**config.mk**
```make
export PLATFORM = sky130hd
export DESIGN_NAME = fifo8x9_ctrl
export DESIGN_NICKNAME = d
export VERILOG_FILES = /design/src/rtl/fifo8x9_ctrl_pkg.sv /design/src/rtl/fifo8x9_ctrl.sv
export SDC_FILE = /design/constraint.sdc
export NUM_CORES = 1
export LEC_CHECK = 0
export CORE_MARGIN = 2
export CORE_UTILIZATION = 40
export CTS_BUF_LIST = sky130_fd_sc_hd__clkbuf_4
export DETAILED_ROUTE_END_ITERATION = 12
export GPL_TIMING_DRIVEN = 0
export PLACE_DENSITY = 0.92
export REMOVE_ABC_BUFFERS = 1
export SLEW_MARGIN = 20
export SYNTH_ARGS = -nofsm -noshare
export SYNTH_HDL_FRONTEND = slang
export SYNTH_SLANG_ARGS = --single-unit
```
**constraint.sdc**
```tcl
create_clock -name clk -period 5.55 [get_ports clk]
set_input_delay 0.8325 -clock clk [delete_from_list [all_inputs] [get_ports clk]]
set_output_delay 0.8325 -clock clk [all_outputs]
set_load 0.01 [all_outputs]
```
**src/rtl/fifo8x9_ctrl_pkg.sv**
```systemverilog
// Shared types and sizing for the FIFO8x9 sequencing controller.
package fifo8x9_ctrl_pkg;

  localparam int unsigned DEPTH = 8;
  localparam int unsigned WIDTH = 9;
  localparam int unsigned PTR_W = 3;

  // Last addressable slot of the datapath; its pointers must never pass it.
  localparam logic [PTR_W-1:0] PTR_LAST   = PTR_W'(DEPTH - 1);
  localparam logic [PTR_W:0]   COUNT_FULL = (PTR_W + 1)'(DEPTH);

  typedef enum logic [1:0] {
    INIT,
    RUN,
    FLUSH
  } state_e;

endpackage

```
**src/rtl/fifo8x9_ctrl.sv**
```systemverilog
// Sequencing controller for one FIFO8x9 datapath: turns req/ack push and
// valid/req pop handshakes into raw pointer/write/read strobes, keeps shadow
// pointers plus an occupancy count, and handles pointer wrap on the datapath's
// behalf.
module fifo8x9_ctrl
  import fifo8x9_ctrl_pkg::*;
(
  input  logic             clk,
  input  logic             rst,
  input  logic             flush,
  input  logic             push_req,
  input  logic [WIDTH-1:0] push_data,
  output logic             push_ack,
  input  logic             pop_req,
  output logic [WIDTH-1:0] pop_data,
  output logic             pop_valid,
  output logic [PTR_W:0]   count,
  output logic             full,
  output logic             empty,
  output logic             ovf,
  output logic             udf,
  output logic             fifo_rst,
  output logic             rd_clr,
  output logic             wr_clr,
  output logic             rd_inc,
  output logic             wr_inc,
  output logic             fifo_wren,
  output logic             fifo_rden,
  output logic [WIDTH-1:0] fifo_din,
  input  logic [WIDTH-1:0] fifo_dout
);

  state_e           state_q, state_d;
  logic [PTR_W-1:0] wptr_q, wptr_d;
  logic [PTR_W-1:0] rptr_q, rptr_d;
  logic [PTR_W:0]   count_q, count_d;
  logic             wrap_pend_q, wrap_pend_d;
  logic             ovf_q, ovf_d;
  logic             udf_q, udf_d;

  logic in_init;
  logic in_run;
  logic in_flush;
  logic flush_now;
  logic run_act;
  logic full_int;
  logic empty_int;
  logic pop_fire;

  assign in_init   = !rst || (state_q == INIT);
  assign in_run    = rst && (state_q == RUN);
  assign in_flush  = rst && (state_q == FLUSH);
  assign flush_now = in_run && flush;
  assign run_act   = in_run && !flush;
  assign full_int  = (count_q == COUNT_FULL);
  assign empty_int = (count_q == '0);

  assign fifo_din  = push_data;
  assign pop_data  = fifo_dout;

  // Handshakes, status and datapath strobes, all combinational from state.
  always_comb begin
    push_ack  = run_act && push_req && !full_int;
    pop_valid = run_act && !empty_int;
    pop_fire  = pop_valid && pop_req;

    count     = in_init ? '0 : count_q;
    full      = !in_init && full_int;
    empty     = in_init || empty_int;
    ovf       = !in_init && ovf_q;
    udf       = !in_init && udf_q;

    fifo_rst  = in_init;
    // Bus is only driven while there is a valid head word.
    fifo_rden = in_init || empty_int;
    fifo_wren = push_ack;
    wr_inc    = push_ack && (wptr_q != PTR_LAST);
    rd_inc    = pop_fire && (rptr_q != PTR_LAST);

    // The datapath clears before it writes, so a write-pointer wrap is
    // applied one RUN cycle late; a push in that cycle lands in slot 0.
    wr_clr    = in_init || in_flush || flush_now || (in_run && wrap_pend_q);
    // Read wrap is immediate: clearing replaces the increment out of slot 7.
    rd_clr    = in_init || in_flush || flush_now ||
                (pop_fire && (rptr_q == PTR_LAST));
  end

  // Next-state logic for the sequencer, shadow pointers, count and sticky flags.
  always_comb begin
    state_d     = state_q;
    wptr_d      = wptr_q;
    rptr_d      = rptr_q;
    count_d     = count_q;
    wrap_pend_d = wrap_pend_q;
    ovf_d       = ovf_q;
    udf_d       = udf_q;

    unique case (state_q)
      INIT: begin
        state_d     = RUN;
        wptr_d      = '0;
        rptr_d      = '0;
        count_d     = '0;
        wrap_pend_d = 1'b0;
        ovf_d       = 1'b0;
        udf_d       = 1'b0;
      end
      RUN: begin
        if (flush) begin
          state_d     = FLUSH;
          wptr_d      = '0;
          rptr_d      = '0;
          count_d     = '0;
          wrap_pend_d = 1'b0;
          ovf_d       = 1'b0;
          udf_d       = 1'b0;
        end else begin
          wrap_pend_d = push_ack && (wptr_q == PTR_LAST);
          if (push_ack) begin
            wptr_d = (wptr_q == PTR_LAST) ? '0 : wptr_q + 1'b1;
          end
          if (pop_fire) begin
            rptr_d = (rptr_q == PTR_LAST) ? '0 : rptr_q + 1'b1;
          end
          if (push_ack && !pop_fire) begin
            count_d = count_q + 1'b1;
          end else if (pop_fire && !push_ack) begin
            count_d = count_q - 1'b1;
          end
          if (push_req && full_int) begin
            ovf_d = 1'b1;
          end
          if (pop_req && empty_int) begin
            udf_d = 1'b1;
          end
        end
      end
      FLUSH: begin
        state_d     = RUN;
        wptr_d      = '0;
        rptr_d      = '0;
        count_d     = '0;
        wrap_pend_d = 1'b0;
        ovf_d       = 1'b0;
        udf_d       = 1'b0;
      end
      default: begin
        state_d = INIT;
      end
    endcase
  end

  // State register with synchronous active-low reset.
  always_ff @(posedge clk) begin
    if (!rst) begin
      state_q     <= INIT;
      wptr_q      <= '0;
      rptr_q      <= '0;
      count_q     <= '0;
      wrap_pend_q <= 1'b0;
      ovf_q       <= 1'b0;
      udf_q       <= 1'b0;
    end else begin
      state_q     <= state_d;
      wptr_q      <= wptr_d;
      rptr_q      <= rptr_d;
      count_q     <= count_d;
      wrap_pend_q <= wrap_pend_d;
      ovf_q       <= ovf_d;
      udf_q       <= udf_d;
    end
  end

endmodule
```
Yosys cells after proc, flatten, opt, wreduce, memory -nomap -nowiden

Index checks and enable logic that the tools add are counted.

Multiplexer cells: 23
Reductions and logical operators: 42
Eq/ne operators: 13
Add/sub/neg operators: 4

Operators with widths:

| kind                                                 | count |
|---|---|
| logical AND 1 bit                                    | 20 |
| 2-to-1 mux 3 bit                                     | 6 |
| 2-to-1 mux 4 bit                                     | 4 |
| != test 3 bit (second input constant)                | 4 |
| one-hot mux 3 bit (2 select lines)                   | 2 |
| AND reduction 2 bit                                  | 5 |
| one-hot mux 4 bit (2 select lines)                   | 1 |
| zero test 1 bit                                      | 7 |
| adder 3 x 1 -> 3 bit (second input constant)         | 2 |
| equality test 3 bit (second input constant)          | 2 |
| logical OR 1 bit                                     | 6 |
| != test 3 x 2 -> 1 bit (second input constant)       | 2 |
| one-hot mux 1 bit (2 select lines)                   | 3 |
| 2-to-1 mux 1 bit                                     | 5 |
| adder 4 x 1 -> 4 bit (second input constant)         | 1 |
| equality test 4 bit (second input constant)          | 1 |
| zero test 4 bit                                      | 1 |
| != test 4 x 2 -> 1 bit (second input constant)       | 1 |
| one-hot mux 2 bit (2 select lines)                   | 1 |
| subtractor 4 x 1 -> 4 bit (second input constant)    | 1 |
| equality test 2 x 1 -> 1 bit (second input constant) | 1 |
| equality test 2 bit (second input constant)          | 1 |
| zero test 2 bit                                      | 1 |
| 2-to-1 mux 2 bit                                     | 1 |
| other kinds (3)                                      | 3 |

Bits of input ports: 23
Bits in registers: 15

Longest topological paths before layout

Word-level depth: 11
Gate-level depth with buffers: 11
Mapped depth without buffers: 10

Least setup slack after synthesis

Ideal clock, no wire load.

Path type: input port to flip-flop
Start: in rst
End: reg count_q[3]
Library setup time: 74 ps
Path buffers: 2
Data arrival time: 3,107 ps
Cell stages on the path: 11
Path slack: 2,369 ps
Required time: 5,476 ps
Cells stage by stage: buf_2 and4bb_2 and3_1 buf_6 ha_1 inv_1 ha_1 a21oi_1 a211oi_1 or4b_2 a31oi_1

Elaborated cells on any way between the ends: 15
Those cells by class: eq/ne (1); mux (3); reduce/logical (11)

RTL lines:

| what                                                                             | line                                     | RTL |
|---|---|---|
| start, declared                                                                  | fifo8x9_ctrl.sv:9                        | `input logic rst,` |
| logical AND 1 bit *                                                              | fifo8x9_ctrl.sv:51                       | `assign in_run = rst && (state_q == RUN);` |
| logical AND 1 bit *                                                              | fifo8x9_ctrl.sv:54                       | `assign run_act = in_run && !flush;` |
| logical AND 1 bit * (2 in a row)                                                 | fifo8x9_ctrl.sv:63                       | `push_ack = run_act && push_req && !full_int;` |
| named net fifo_wren                                                              | fifo8x9_ctrl.sv:27                       | `output logic fifo_wren,` |
| logical AND 1 bit / zero test 1 bit (equally long branches)                      | fifo8x9_ctrl.sv:125, fifo8x9_ctrl.sv:127 |  |
| 2-to-1 mux 4 bit / logical AND 1 bit (equally long branches)                     | fifo8x9_ctrl.sv:125, fifo8x9_ctrl.sv:127 |  |
| 2-to-1 mux 4 bit / != test 4 x 2 -> 1 bit (equally long branches)                | -                                        |  |
| one-hot mux 4 bit (2 select lines) / AND reduction 2 bit (equally long branches) | -                                        |  |
| end signal, assigned                                                             | fifo8x9_ctrl.sv:167                      | `count_q <= count_d;` |
| end, declared                                                                    | fifo8x9_ctrl.sv:36                       | `logic [PTR_W:0] count_q, count_d;` |

Mark *: on every way through the listed nets, which the timed path passes. The rest lies on a longest branch.
A chain may end at the register's enable or synchronous reset.

Worst setup path after layout

Start: in rst
End: out count[1]

Word-level cells in the longest chain between the ends: 3

Ends and longest elaborated chain:

| what             | line               | RTL |
|---|---|---|
| zero test 1 bit  | -                  |  |
| logical OR 1 bit | fifo8x9_ctrl.sv:50 | `assign in_init = !rst \|\| (state_q == INIT);` |
| 2-to-1 mux 4 bit | fifo8x9_ctrl.sv:67 | `count = in_init ? '0 : count_q;` |
| end, declared    | fifo8x9_ctrl.sv:17 | `output logic [PTR_W:0] count,` |

No other way between the ends.

==> summary.md <==
| Metric | Value |
|---|---|
| Max VDD drop | 151 uV |
| Largest family of logic cells by synthesized area | simple AND/OR/NAND/NOR gates |
| Clock Latency Late Sink | 0.28 ns |
| Required @ worst endpoint | 4.72 ns |
| Synth Instances | 137 |
| Detailed Route Iter0 Violations | 23 |
| Clk_skew | approximately 0.0046 ns |
| Fin area | 0.00119 sq mm |
| Max incr delay on CP | about 0.67 ns |
| TritonCTS Buffers | 3 |
| Sink Count | 15 |
| Syn Std Cell Area | 0.00108 sq mm |
| Worst slew margin | 63.3% |
| #FFs+latches synth | 15 |
| I/O Pins | 58 |
| I/O Buffers | 21 |
| Power per cell area | 178 mW/mm^2 |
| Synth Area in Compound Gates | 14.2% |
| Pleak | 0.457 nW |
| Setup tns final | 0 ns |
| Final period utilization | 69.2% |
| Fin Hold WS | 0.456 ns |
| Fin. max-slew vios | 0 |
| RSZ-0062 raised after global routing | false |
| Synth Area in XOR/XNOR | 0.807% |
| Antenna violations before repair | 0 |
| Dpl hpwl | 2.04 mm |
| Final nets | 170 |
| Final hold viol count | 0 |
| First-pass iteration count of the detailed router | 4 |
| Largest net degree at the start of global routing | 12 |
| Routed via count | a little under 1,000 |
| CTS resizes | 0 |
| Max-Cap Viols | 0 |
| Row cnt | 18 |
| Max clock buf depth | 2 |
| DRC viols | 0 |
| Share of cells above drive strength 1 | under 10% |
| Fmax | 0.260 GHz |
| Hold Path Class | reg -> reg |
| Clock slew at the register clock pins of the worst setup and hold paths | 0.08 ns |
| Register Area | between 300 and 400 sq um |
| Global route total overflow | 0 |
| Global-route wire length before repair | 4.33 mm |
| Sequential share of the synthesized area | about 28% |
| Fin crit period | a little under 4 ns |
| Syn. warnings | 0 |
| Status | finished, final reports clean |
| Adder-cell share of the synthesized area | 9.92% |
| CTS H-tree lvls | 1 |
| Die width | 56.1 um |
| Worst-path cell chain | clkdlybuf4s50_1 -> clkinv_1 -> nor2_1 -> inv_1 -> nor2_1 -> clkdlybuf4s50_1 |
| Final core utilization | 47.1% |
| Worst slew pin tran | around 0.54 ns |
| DR WL/cell | 15.3 um |
| CTS tree | yes |
| Placed instance area | 0.00116 sq mm |
| Fillcell total | 250 |
| Global-route usage over all layers | 16.9% |
| Synth Area in Simple Gates | 29.0% |
| Root buf cell | clkbuf_4 |
| Syn Area/Cell | 7.92 sq um |
| Post-DR vias/cell | approximately 6 |
| Antenna violation net count after detailed routing | 0 |
| Cell variety after synth | 40 |
| Setup Buffers After CTS | 0 |
| DIE HEIGHT | 56.1 um |
| Proportion of synthesized area in mux cells | 0% |
| Worst setup path category | in -> out |
| Crit. End Element | output port |
| Vias in the first global route | about 900 |
| GPL Wtd Cong | 0.858 |
| Starting density of the core | approximately 43% |
| # diodes | 0 |
| Multi-input combinational cell area | 584 sq um |
| Crit-path max FO | 9 |
| Die area | 0.00314 sq mm |
| Routed WL | 2.57 mm |
| CP startpoint kind | input port |
| Final Setup Violations | 0 |
| Worst Path Arrival | between 3 and 4 ns |
| Hold_buf cts | 0 |
| Layout area overhead | 9.57% |
| Slowest CP cell | clkdlybuf4s50_1 |
| Core ar. | between 0.002 and 0.003 sq mm |
## per-stage QoR
step	power, mW	setup slack (ns)	cells
after floorplan	0.132	2.32	113
after global placement	0.145	1.64	164
after detailed placement	0.146	1.54	164
after CTS	0.211	1.72	168
after global routing	0.222	1.54	168
final	0.212	1.71	168
## per-layer routing
layer / global-route usage [%] / routed length, um / vias to the layer above
met5: 7.14 / 0 / -
met4: 1.02 / 0 / 0
met3: 9.30 / 199 / 0
met2: 24.5 / 1140 / 43
met1: 22.5 / 1240 / 488
li1: - / - / 457
## placed cells by master (no fill, tap or decap), drive strengths merged
cell / instances
nand2: 12
clkinv: 1
o21bai: 1
nor4b: 2
nand4bb: 1
nand2b: 1
or4: 1
clkdlybuf4s50: 21
a22oi: 1
nor2b: 2
o21ai: 5
or4b: 3
nand4: 2
or3: 1
a21o: 2
clkbuf: 4
nor2: 18
xor2: 1
a211oi: 1
o22ai: 1
and4bb: 1
o21a: 1
a21oi: 9
a32oi: 1
inv: 6
nand4b: 1
nor3: 1
and2: 5
dfxtp: 15
a31oi: 2
fa: 1
nand3: 3
and3: 3
nor4: 1
ha: 7
## synth_stat cells, drive strengths merged
library cell / count / area share, %
nand4: 2 / 1.2
nor3: 1 / 0.46
a31oi: 2 / 1.2
xor2: 1 / 0.81
and4bb: 1 / 1.2
ha: 7 / 8.1
nand3: 3 / 1.4
or3: 1 / 0.58
nand4bb: 1 / 1.0
nand4b: 1 / 0.81
a21oi: 9 / 4.5
or4: 1 / 0.69
dfxtp: 15 / 28
clkinv: 1 / 0.35
and2: 5 / 2.9
a22oi: 1 / 0.69
or4b: 3 / 2.8
o21a: 1 / 1.4
nor4: 1 / 0.58
o21ai: 5 / 2.3
clkbuf: 2 / 0.69
nand2: 12 / 4.2
fa: 1 / 1.8
a32oi: 1 / 0.81
o21bai: 1 / 0.69
a21o: 2 / 1.4
inv: 6 / 2.1
nor2b: 2 / 1.2
a211oi: 1 / 0.69
buf: 22 / 15
nor2: 18 / 6.2
nand2b: 1 / 0.58
nor4b: 2 / 1.6
and3: 3 / 1.7
o22ai: 1 / 0.58
## sequential cells by signal (all words and copies together) (netlist names)
name,flops
count_q,4
wrap_pend_q,1
udf_q,1
rptr_q,3
ovf_q,1
state_q,2
wptr_q,3
## cells by family (layout without fill, tap and decap cells)
kind of cell,Yosys count,in the layout
adders and majority gates,8,8
xor gates and xnor gates,1,1
and+or+nand+nor,58,58
AOI/OAI and AO/OA,24,24
buffers and inverters,31,32
DFF,15,15
## report_power, final
group          internal [mW]  switching, mW  total (mW)
registers              0.109        0.00355       0.113
clock network         0.0328         0.0349      0.0677
logic                 0.0142         0.0169      0.0311
## final timing paths
check | from | endpoint | slack [ns] | cells after the start
worst max-delay path | rst | count[1] | 1.71 | 6
worst min-delay path | ovf_q | ovf_q | 0.46 | 2
worst max register to register | count_q[0] | count_q[3] | 2.36 | 10
worst min register to register | ovf_q | ovf_q | 0.46 | 2
## area by class of cell
| cell class | count | share of cell area [%] |
|---|---|---|
| multi-input cells | 91 | 49.2 |
| flip-flops and latches | 15 | 25.3 |
| well taps | 30 | 3.16 |
| inverters | 7 | 2.21 |
| repair buffers | 21 | 17.7 |
| clock buffers | 4 | 2.53 |
## worst max-delay path: cells and delay by family
family,cells,cell delay [ns]
buffers and inverters,4,1.68
and+or+nand+nor,2,0.49
Note: power is estimated with default switching activity, not from simulation.
